**src/rtl/ps2_music_commands.sv**
```systemverilog
// PS/2 keyboard receiver and transport-command decoder.
// Turns make codes into forward/pause levels and a restart pulse.
module ps2_music_commands #(
  parameter int FILTER_LEN     = 8,
  parameter int TIMEOUT_CYCLES = 50000
) (
  input  logic       clk,
  input  logic       reset,
  input  logic       ps2_clk,
  input  logic       ps2_data,
  output logic       kybrd_forward,
  output logic       kybrd_pause,
  output logic       kybrd_restart,
  output logic [7:0] scan_code,
  output logic       scan_valid,
  output logic       frame_error
);

  localparam int TW = $clog2(TIMEOUT_CYCLES + 1);

  typedef enum logic [1:0] {
    IDLE,
    DATA,
    PARITY,
    STOP
  } state_t;

  state_t state, state_nx;

  logic                  clk_s1, clk_s2;
  logic                  dat_s1, dat_s2;
  logic [FILTER_LEN-1:0] filt_sr;
  logic                  filt_lvl;
  logic                  all0, all1, fall;

  logic [2:0]            bit_cnt;
  logic [7:0]            sh;
  logic                  par;
  logic [TW-1:0]         to_cnt;
  logic                  to_hit;
  logic                  good;

  logic                  start_en, shift_en, par_en, stop_en, cnt_clr;

  logic                  brk, ext, r_held;

  assign all0   = ~|filt_sr;
  assign all1   = &filt_sr;
  assign fall   = filt_lvl & all0;
  assign to_hit = (state != IDLE) && !fall &&
                  (to_cnt == TW'(TIMEOUT_CYCLES - 1));
  assign good   = (^{sh, par}) & dat_s2;

  // Two-flop synchronisers and the clock glitch filter.
  always_ff @(posedge clk) begin
    if (reset) begin
      clk_s1   <= 1'b1;
      clk_s2   <= 1'b1;
      dat_s1   <= 1'b1;
      dat_s2   <= 1'b1;
      filt_sr  <= '1;
      filt_lvl <= 1'b1;
    end else begin
      clk_s1  <= ps2_clk;
      clk_s2  <= clk_s1;
      dat_s1  <= ps2_data;
      dat_s2  <= dat_s1;
      filt_sr <= {filt_sr[FILTER_LEN-2:0], clk_s2};
      if (all0)
        filt_lvl <= 1'b0;
      else if (all1)
        filt_lvl <= 1'b1;
    end
  end

  // Frame FSM state register.
  always_ff @(posedge clk) begin
    if (reset)
      state <= IDLE;
    else
      state <= state_nx;
  end

  // Frame FSM next-state logic; a timeout aborts to IDLE.
  always_comb begin
    state_nx = state;
    if (to_hit) begin
      state_nx = IDLE;
    end else if (fall) begin
      unique case (state)
        IDLE:    if (!dat_s2) state_nx = DATA;
        DATA:    if (bit_cnt == 3'd7) state_nx = PARITY;
        PARITY:  state_nx = STOP;
        STOP:    state_nx = IDLE;
        default: state_nx = IDLE;
      endcase
    end
  end

  // Frame FSM datapath strobes.
  always_comb begin
    start_en = fall && (state == IDLE) && !dat_s2;
    shift_en = fall && (state == DATA);
    par_en   = fall && (state == PARITY);
    stop_en  = fall && (state == STOP);
    cnt_clr  = fall || (state == IDLE);
  end

  // Bit shifter, parity capture, timeout counter and frame results.
  always_ff @(posedge clk) begin
    if (reset) begin
      bit_cnt     <= '0;
      sh          <= '0;
      par         <= 1'b0;
      to_cnt      <= '0;
      scan_code   <= '0;
      scan_valid  <= 1'b0;
      frame_error <= 1'b0;
    end else begin
      scan_valid  <= 1'b0;
      frame_error <= 1'b0;
      if (cnt_clr)
        to_cnt <= '0;
      else
        to_cnt <= to_cnt + 1'b1;
      if (start_en)
        bit_cnt <= '0;
      if (shift_en) begin
        sh      <= {dat_s2, sh[7:1]};
        bit_cnt <= bit_cnt + 3'd1;
      end
      if (par_en)
        par <= dat_s2;
      if (stop_en) begin
        if (good) begin
          scan_code  <= sh;
          scan_valid <= 1'b1;
        end else begin
          frame_error <= 1'b1;
        end
      end
      if (to_hit)
        frame_error <= 1'b1;
    end
  end

  // Command decoder: prefix tracking and transport levels.
  always_ff @(posedge clk) begin
    if (reset) begin
      brk           <= 1'b0;
      ext           <= 1'b0;
      r_held        <= 1'b0;
      kybrd_forward <= 1'b1;
      kybrd_pause   <= 1'b1;
      kybrd_restart <= 1'b0;
    end else begin
      kybrd_restart <= 1'b0;
      if (scan_valid) begin
        if (scan_code == 8'hF0) begin
          brk <= 1'b1;
        end else if (scan_code == 8'hE0) begin
          ext <= 1'b1;
        end else begin
          brk <= 1'b0;
          ext <= 1'b0;
          if (!ext && !brk) begin
            unique case (scan_code)
              8'h24: kybrd_pause   <= 1'b0;
              8'h23: kybrd_pause   <= 1'b1;
              8'h2B: kybrd_forward <= 1'b1;
              8'h32: kybrd_forward <= 1'b0;
              8'h2D: begin
                if (!r_held)
                  kybrd_restart <= 1'b1;
                r_held <= 1'b1;
              end
              default: ;
            endcase
          end else if (!ext && scan_code == 8'h2D) begin
            r_held <= 1'b0;
          end
        end
      end
    end
  end

endmodule

```
**config.mk**
```make
export PLATFORM = sky130hd
export DESIGN_NAME = ps2_music_commands
export DESIGN_NICKNAME = d
export VERILOG_FILES = /design/src/rtl/ps2_music_commands.sv
export SDC_FILE = /design/constraint.sdc
export NUM_CORES = 1
export LEC_CHECK = 0
export BUFFER_PORTS_ARGS = -buffer_cell sky130_fd_sc_hd__buf_2
export CORE_MARGIN = 3
export CORE_UTILIZATION = 40
export CTS_CLUSTER_SIZE = 24
export DETAILED_ROUTE_END_ITERATION = 7
export PLACE_DENSITY = 0.55
export SETUP_SLACK_MARGIN = 0.1
export SLEW_MARGIN = 20
export SYNTH_ARGS = -nofsm -noshare
export SYNTH_HDL_FRONTEND = slang
export SYNTH_SLANG_ARGS = --single-unit
```
**constraint.sdc**
```tcl
create_clock -name clk -period 1.95 [get_ports clk]
set_clock_uncertainty 0.15 [all_clocks]
set_input_delay 0.4875 -clock clk [delete_from_list [all_inputs] [get_ports clk]]
set_output_delay 0.4875 -clock clk [all_outputs]
set_load 0.02 [all_outputs]
```
== Yosys cells after proc, flatten, opt, wreduce, memory -nomap -nowiden ==
Index checks and enable logic that the tools add are counted.

* Add/sub/neg operators: 2
* Multipliers: 0
* Div/mod/pow operators: 0
* $lt $le $gt $ge: 0
* Eq/ne operators: 17
* Shift-type cells: 0
* Muxes and demuxes: 20
* Bitwise logic cells: 8
* Reductions and logical operators: 35

{| class="wikitable"
|+ Operators with widths
! kind !! number
|-
| $eq 8x6->1 const B || 5
|-
| $add 16x1->16 const B || 1
|-
| $eq 16x16->1 const B || 1
|-
| $eq 8x8->1 const B || 2
|-
| $reduce_and 5->1 || 3
|-
| $mux 1 || 13
|-
| $reduce_bool 2->1 || 5
|-
| $logic_and 1x1->1 || 9
|-
| $reduce_xor 9->1 || 1
|-
| $ne 2x2->1 const B || 4
|-
| $pmux 2 s4 || 1
|-
| $reduce_and 8->1 || 1
|-
| $reduce_or 8->1 || 1
|-
| $mux 3 || 2
|-
| $not 1->1 || 6
|-
| $reduce_and 2->1 || 3
|-
| $reduce_or 2->1 || 3
|-
| $reduce_or 6->1 || 1
|-
| $logic_not 1->1 || 5
|-
| $eq 2x2->1 const B || 2
|-
| $mux 2 || 2
|-
| $pmux 1 s2 || 2
|-
| $add 3x1->3 const B || 1
|-
| $eq 3x3->1 const B || 1
|-
| other kinds (6) || 7
|}

* Register bits after elaboration: 59
* Bits in latches: 0
* Bits in writable memories: 0
* Bits in read-only memories: 0
* Input bits: 4
* Output and inout port bits: 13
* Logic and storage cells: 102
* Memories kept: 0

== Logic depth before layout (Yosys ltp) ==
* Depth in word-level cells: 7
* Gate-level depth with buffers: 7
* Mapped depth without buffers: 6

== Worst setup path after synthesis ==
Ideal clock, no wire load.

* Path kind: register to register
* Start: register filt_sr[5]
* End: register to_cnt[10]
* Library setup time: 0.117 ns
* Data arrival time: 1.553 ns
* Required time: 1.683 ns
* Slack: 0.129 ns
* Cell stages (with the launch flop): 8
* Buffers on the path: 3
* Period minus slack after synthesis: 1.821 ns
* Cell sequence: dfxtp_1 > nor4_2 > and3_1 > clkbuf_1 > or3_1 > clkbuf_2 > buf_2 > nor2_1

* Longest elaborated chain between the ends: 5

{| class="wikitable"
|+ RTL lines
! element !! RTL line !! text
|-
| from (decl) || 32 || <nowiki>logic [FILTER_LEN-1:0] filt_sr;</nowiki>
|-
| from (signal assigned) || 68 || <nowiki>filt_sr <= {filt_sr[FILTER_LEN-2:0], clk_s2};</nowiki>
|-
| $reduce_or 8->1 || 47 || <nowiki>assign all0 = ~|filt_sr;</nowiki>
|-
| $logic_not 1->1 || 47 ||
|-
| $and 1x1->1 || 49 || <nowiki>assign fall = filt_lvl & all0;</nowiki>
|-
| $logic_or 1x1->1 || 106 || <nowiki>cnt_clr = fall || (state == IDLE);</nowiki>
|-
| $reduce_or 2->1 (no line) || - ||
|-
| to (signal assigned) || 125 || <nowiki>to_cnt <= to_cnt + 1'b1;</nowiki>
|-
| to (decl) || 39 || <nowiki>logic [TW-1:0] to_cnt;</nowiki>
|}

No other way between the ends.
A chain may end at the register's enable or synchronous reset.

== Final worst setup path ==
* Start: register sh[1]
* End: register scan_code[6]

* Longest elaborated chain between the ends: 3

{| class="wikitable"
|+ RTL lines
! element !! RTL line !! text
|-
| from (decl) || 37 || <nowiki>logic [7:0] sh;</nowiki>
|-
| from (signal assigned) || 129 || <nowiki>sh <= {dat_s2, sh[7:1]};</nowiki>
|-
| $reduce_xor 9->1 || 52 || <nowiki>assign good = (^{sh, par}) & dat_s2;</nowiki>
|-
| $and 1x1->1 || 52 ||
|-
| $reduce_and 2->1 (no line) || - ||
|-
| to (signal assigned) || 136 || <nowiki>scan_code <= sh;</nowiki>
|-
| to (decl) || 14 || <nowiki>output logic [7:0] scan_code,</nowiki>
|}

No other way between the ends.

==> impl_metrics.ini <==
[run_status]
outcome = complete, no violations

[critical_path]
worst-setup-path-type = flop to flop
critical_path_required_ns = 2.02
setup.worst_path.start_class = flop
regToRegStartpoint = sh[1]$_SDFFE_PP0P_
timing.critical_path.arrival_ns = 1.95
crit_path_max_fanout = 8
cp-end-kind = flop
timing.reg2reg.worst_path_depth = 6
startpoint = sh[1]$_SDFFE_PP0P_

[floorplanning]
die_h_um = 85.02
dieWidth_um = 85.02
placement_rows = 28
floorplan.io_pins = 17
core_um2 = 5991
die-area_um2 = 7228
floorplan.initialDensity = 0.4169

[drt]
detail_route.first_pass.iterations = 4
remaining_drc_errors = 0
routed_wirelength_mm = 5.011
route.antenna.remaining_nets = 0
via_per_inst = 5.144
wire_per_inst_um = 12.65
drt_iter0_markers = 141
vias = 2037

[job]
drv_cap = 0

[power]
power.share.switching = 0.2093
cellPowerDensity_nw_per_um2 = 741.8
share_comb_of_total_power = 0.014
internal_power_uw = 1823
pwr-share-seq = 0.526
total_switching_power_uw = 482.6
leakage_uw = 0.001174
pwr-share-clk = 0.460
total_power_uw = 2305
max-vdd-ir-drop_v = 0.0003859

[placed_design]
io_buffers = 16
routabilityCongestion = 0.7489
dp_cells = 376
post-dp-hpwl_mm = 3.270

[final_layout]
finalNonFillerCells = 396
area.sequential_um2 = 1192
filler_cell_count = 585
nNetsFinal = 327
multi_input_area_um2 = 1341
drive_above_1_share = 0.2897
area_added_between_synthesis_and_finish_pct = 24.45
antennaDiodeCount = 0

[sta]
max_slew_headroom = 0.7316
finalSetupViolations = 0
worstMarginPinSlew_ns = 0.3995
grt_setup_unrepaired = yes
maxSlewViolCount = 0
fin_crit_ns = 1.878
max_clock_freq_mhz = 532.3
setup-tns-final_ns = 0
final-hold-violation-count = 0
final.period_utilization = 0.9633

[logic_synthesis]
syn_avg_cell_area_um2 = 8.983
count_of_flip_flops_with_a_built_in_enable_after_synthesis = 0
synth.top_cell.area_share = 0.4729
net_count_synth = 289
synth-seq-cells = 59
synth_top_cell_by_area = dfxtp_1
summed_instance_area_of_the_synthesized_netlist_um2 = 2497
yosys_warnings = 0
synth_top_cells_by_count = dfxtp_1, nor2_1, nand2_1
synth_top_cells_by_area = dfxtp_1, a21oi_1, nor2_1, nand2_1, ha_1
postSynthCellCount = 278
ys_async_sr_fraction = 0
synth-seq-area-share = 0.4729
synth_top_flop_cell = dfxtp_1
netlist-cell-type-count = 42
yosysMostFrequentCell = dfxtp_1

[global_routing]
globalRouteTotalUtil = 0.1512
grt_start_max_net_pins = 42
first_pass_grt_wire_length_mm = 8.535
number_of_antenna_violations_at_the_first_check_in_global_routing = 0
grt_pass1_vias = 1863
grt_remaining_overflow = 0

[clock_tree]
worst_skew_pair.late_latency_ns = 0.34
max-clock-path-buffers = 2
cts_tree = done
cts-htree-levels = 3
worst_setup_hold_path_clk_slew_ns = 0.07
clkSinkCount = 59
numCtsBuffers = 9
clockRootBuffer = clkbuf_8

[min_path]
hold_path_startpoint = ps2_data
worst_hold_path_type = input port to flop
hold_depth = 2
==> metal layers <==
layer | vias to the layer above | wire, µm | GRT usage
met1 | 951 | 2479 | 0.1994
met5 | - | 0 | 0
li1 | 1037 | - | -
met3 | 13 | 205 | 0.04272
met2 | 36 | 2190 | 0.2168
met4 | 0 | 136 | 0.09496
==> registers in the layout, summed over array words and instances (netlist names) <==
| name | count |
|---|---|
| clk_s1 | 1 |
| r_held | 1 |
| kybrd_restart | 1 |
| scan_code | 8 |
| scan_valid | 1 |
| kybrd_forward | 1 |
| kybrd_pause | 1 |
| brk | 1 |
| par | 1 |
| clk_s2 | 1 |
| filt_sr | 8 |
| ext | 1 |
| sh | 8 |
| dat_s2 | 1 |
| to_cnt | 16 |
| dat_s1 | 1 |
| filt_lvl | 1 |
| frame_error | 1 |
| bit_cnt | 3 |
| state | 2 |
==> cell families after synthesis <==
family | after synthesis | share of synthesized area
buffers and inverters | 17 | 0.03356
AND/OR/NAND/NOR | 121 | 0.2600
XOR/XNOR | 19 | 0.07565
adder cells (fa/ha/maj) | 7 | 0.03507
flip-flops | 59 | 0.4729
multiplexers | 2 | 0.008016
AO/OA/AOI/OAI | 53 | 0.1147
==> area by class of cell <==
class | count | area share
Clock inverter | 1 | 0.001610
Inverter | 8 | 0.009662
Sequential cell | 59 | 0.3837
Clock buffer | 15 | 0.05998
Multi-Input combinational cell | 202 | 0.4316
Timing Repair Buffer | 36 | 0.08333
Tap cell | 75 | 0.03019
==> power groups by stage <==
| stage | Clock (µW) | Combinational [µW] | Sequential [µW] |
|---|---|---|---|
| finish | 1060 | 31.6 | 1210 |
| global route | 1160 | 35.9 | 1210 |
| CTS | 1100 | 31.4 | 1210 |
| global placement | 0 | 30.8 | 1240 |
| detailed placement | 0 | 31.0 | 1240 |
| floorplan | 0 | 21.7 | 1240 |
==> worst max-delay path, stage by stage (launching register included) <==
cell and delay [ns]:
dfxtp_2 0.33, xor2_1 0.16, xnor3_2 0.51, nor4b_4 0.16
buf_4 0.18, o21ai_0 0.18, a21oi_1 0.09
==> path summary, 6_finish.rpt <==
kind | endpoint | slack, ns
max reg2reg | scan_code[6]$_SDFFE_PP0P_ | 0.07
max | scan_code[6]$_SDFFE_PP0P_ | 0.07
min reg2reg | dat_s2$_SDFF_PP1_ | 0.26
min | dat_s1$_SDFF_PP1_ | 0.18
==> placed cells by master (no fill, tap or decap), types with 9 or more instances in the layout <==
cell type	instances
a21oi_1	22
clkbuf_8	13
dfxtp_1	50
xor2_1	9
nand2_1	29
or2_2	12
buf_4	17
o21ai_1	9
o21ai_0	9
nor2_1	31
buf_2	16
dfxtp_2	9
==> metrics by stage <==
| stage | hold WS (ns) | cell area (µm²) | utilization | worst slack (ns) |
|---|---|---|---|---|
| 5_1_grt | 0.1620 | 3108 | 0.5188 | 0.002201 |
| 4_1_cts | 0.1636 | 3025 | 0.5050 | 0.08376 |
| 6_report | 0.1790 | 3108 | 0.5188 | 0.07152 |
| 2_1_floorplan | 0.2395 | 2497 | - | 0.1294 |
| 3_5_place_dp | 0.2484 | 2763 | 0.4612 | -0.1396 |
| 3_3_place_gp | 0.2445 | 2763 | 0.4612 | -0.09902 |
==> repair_timing <==
item | CTS | global route
endpoints found under the setup margin | 11 | 17
hold buffers | 0 | 0
setup buffers | 3 | 1
resized for setup | 9 | 27
pin swaps | 13 | 10
Power figures use the tool's default switching activity.
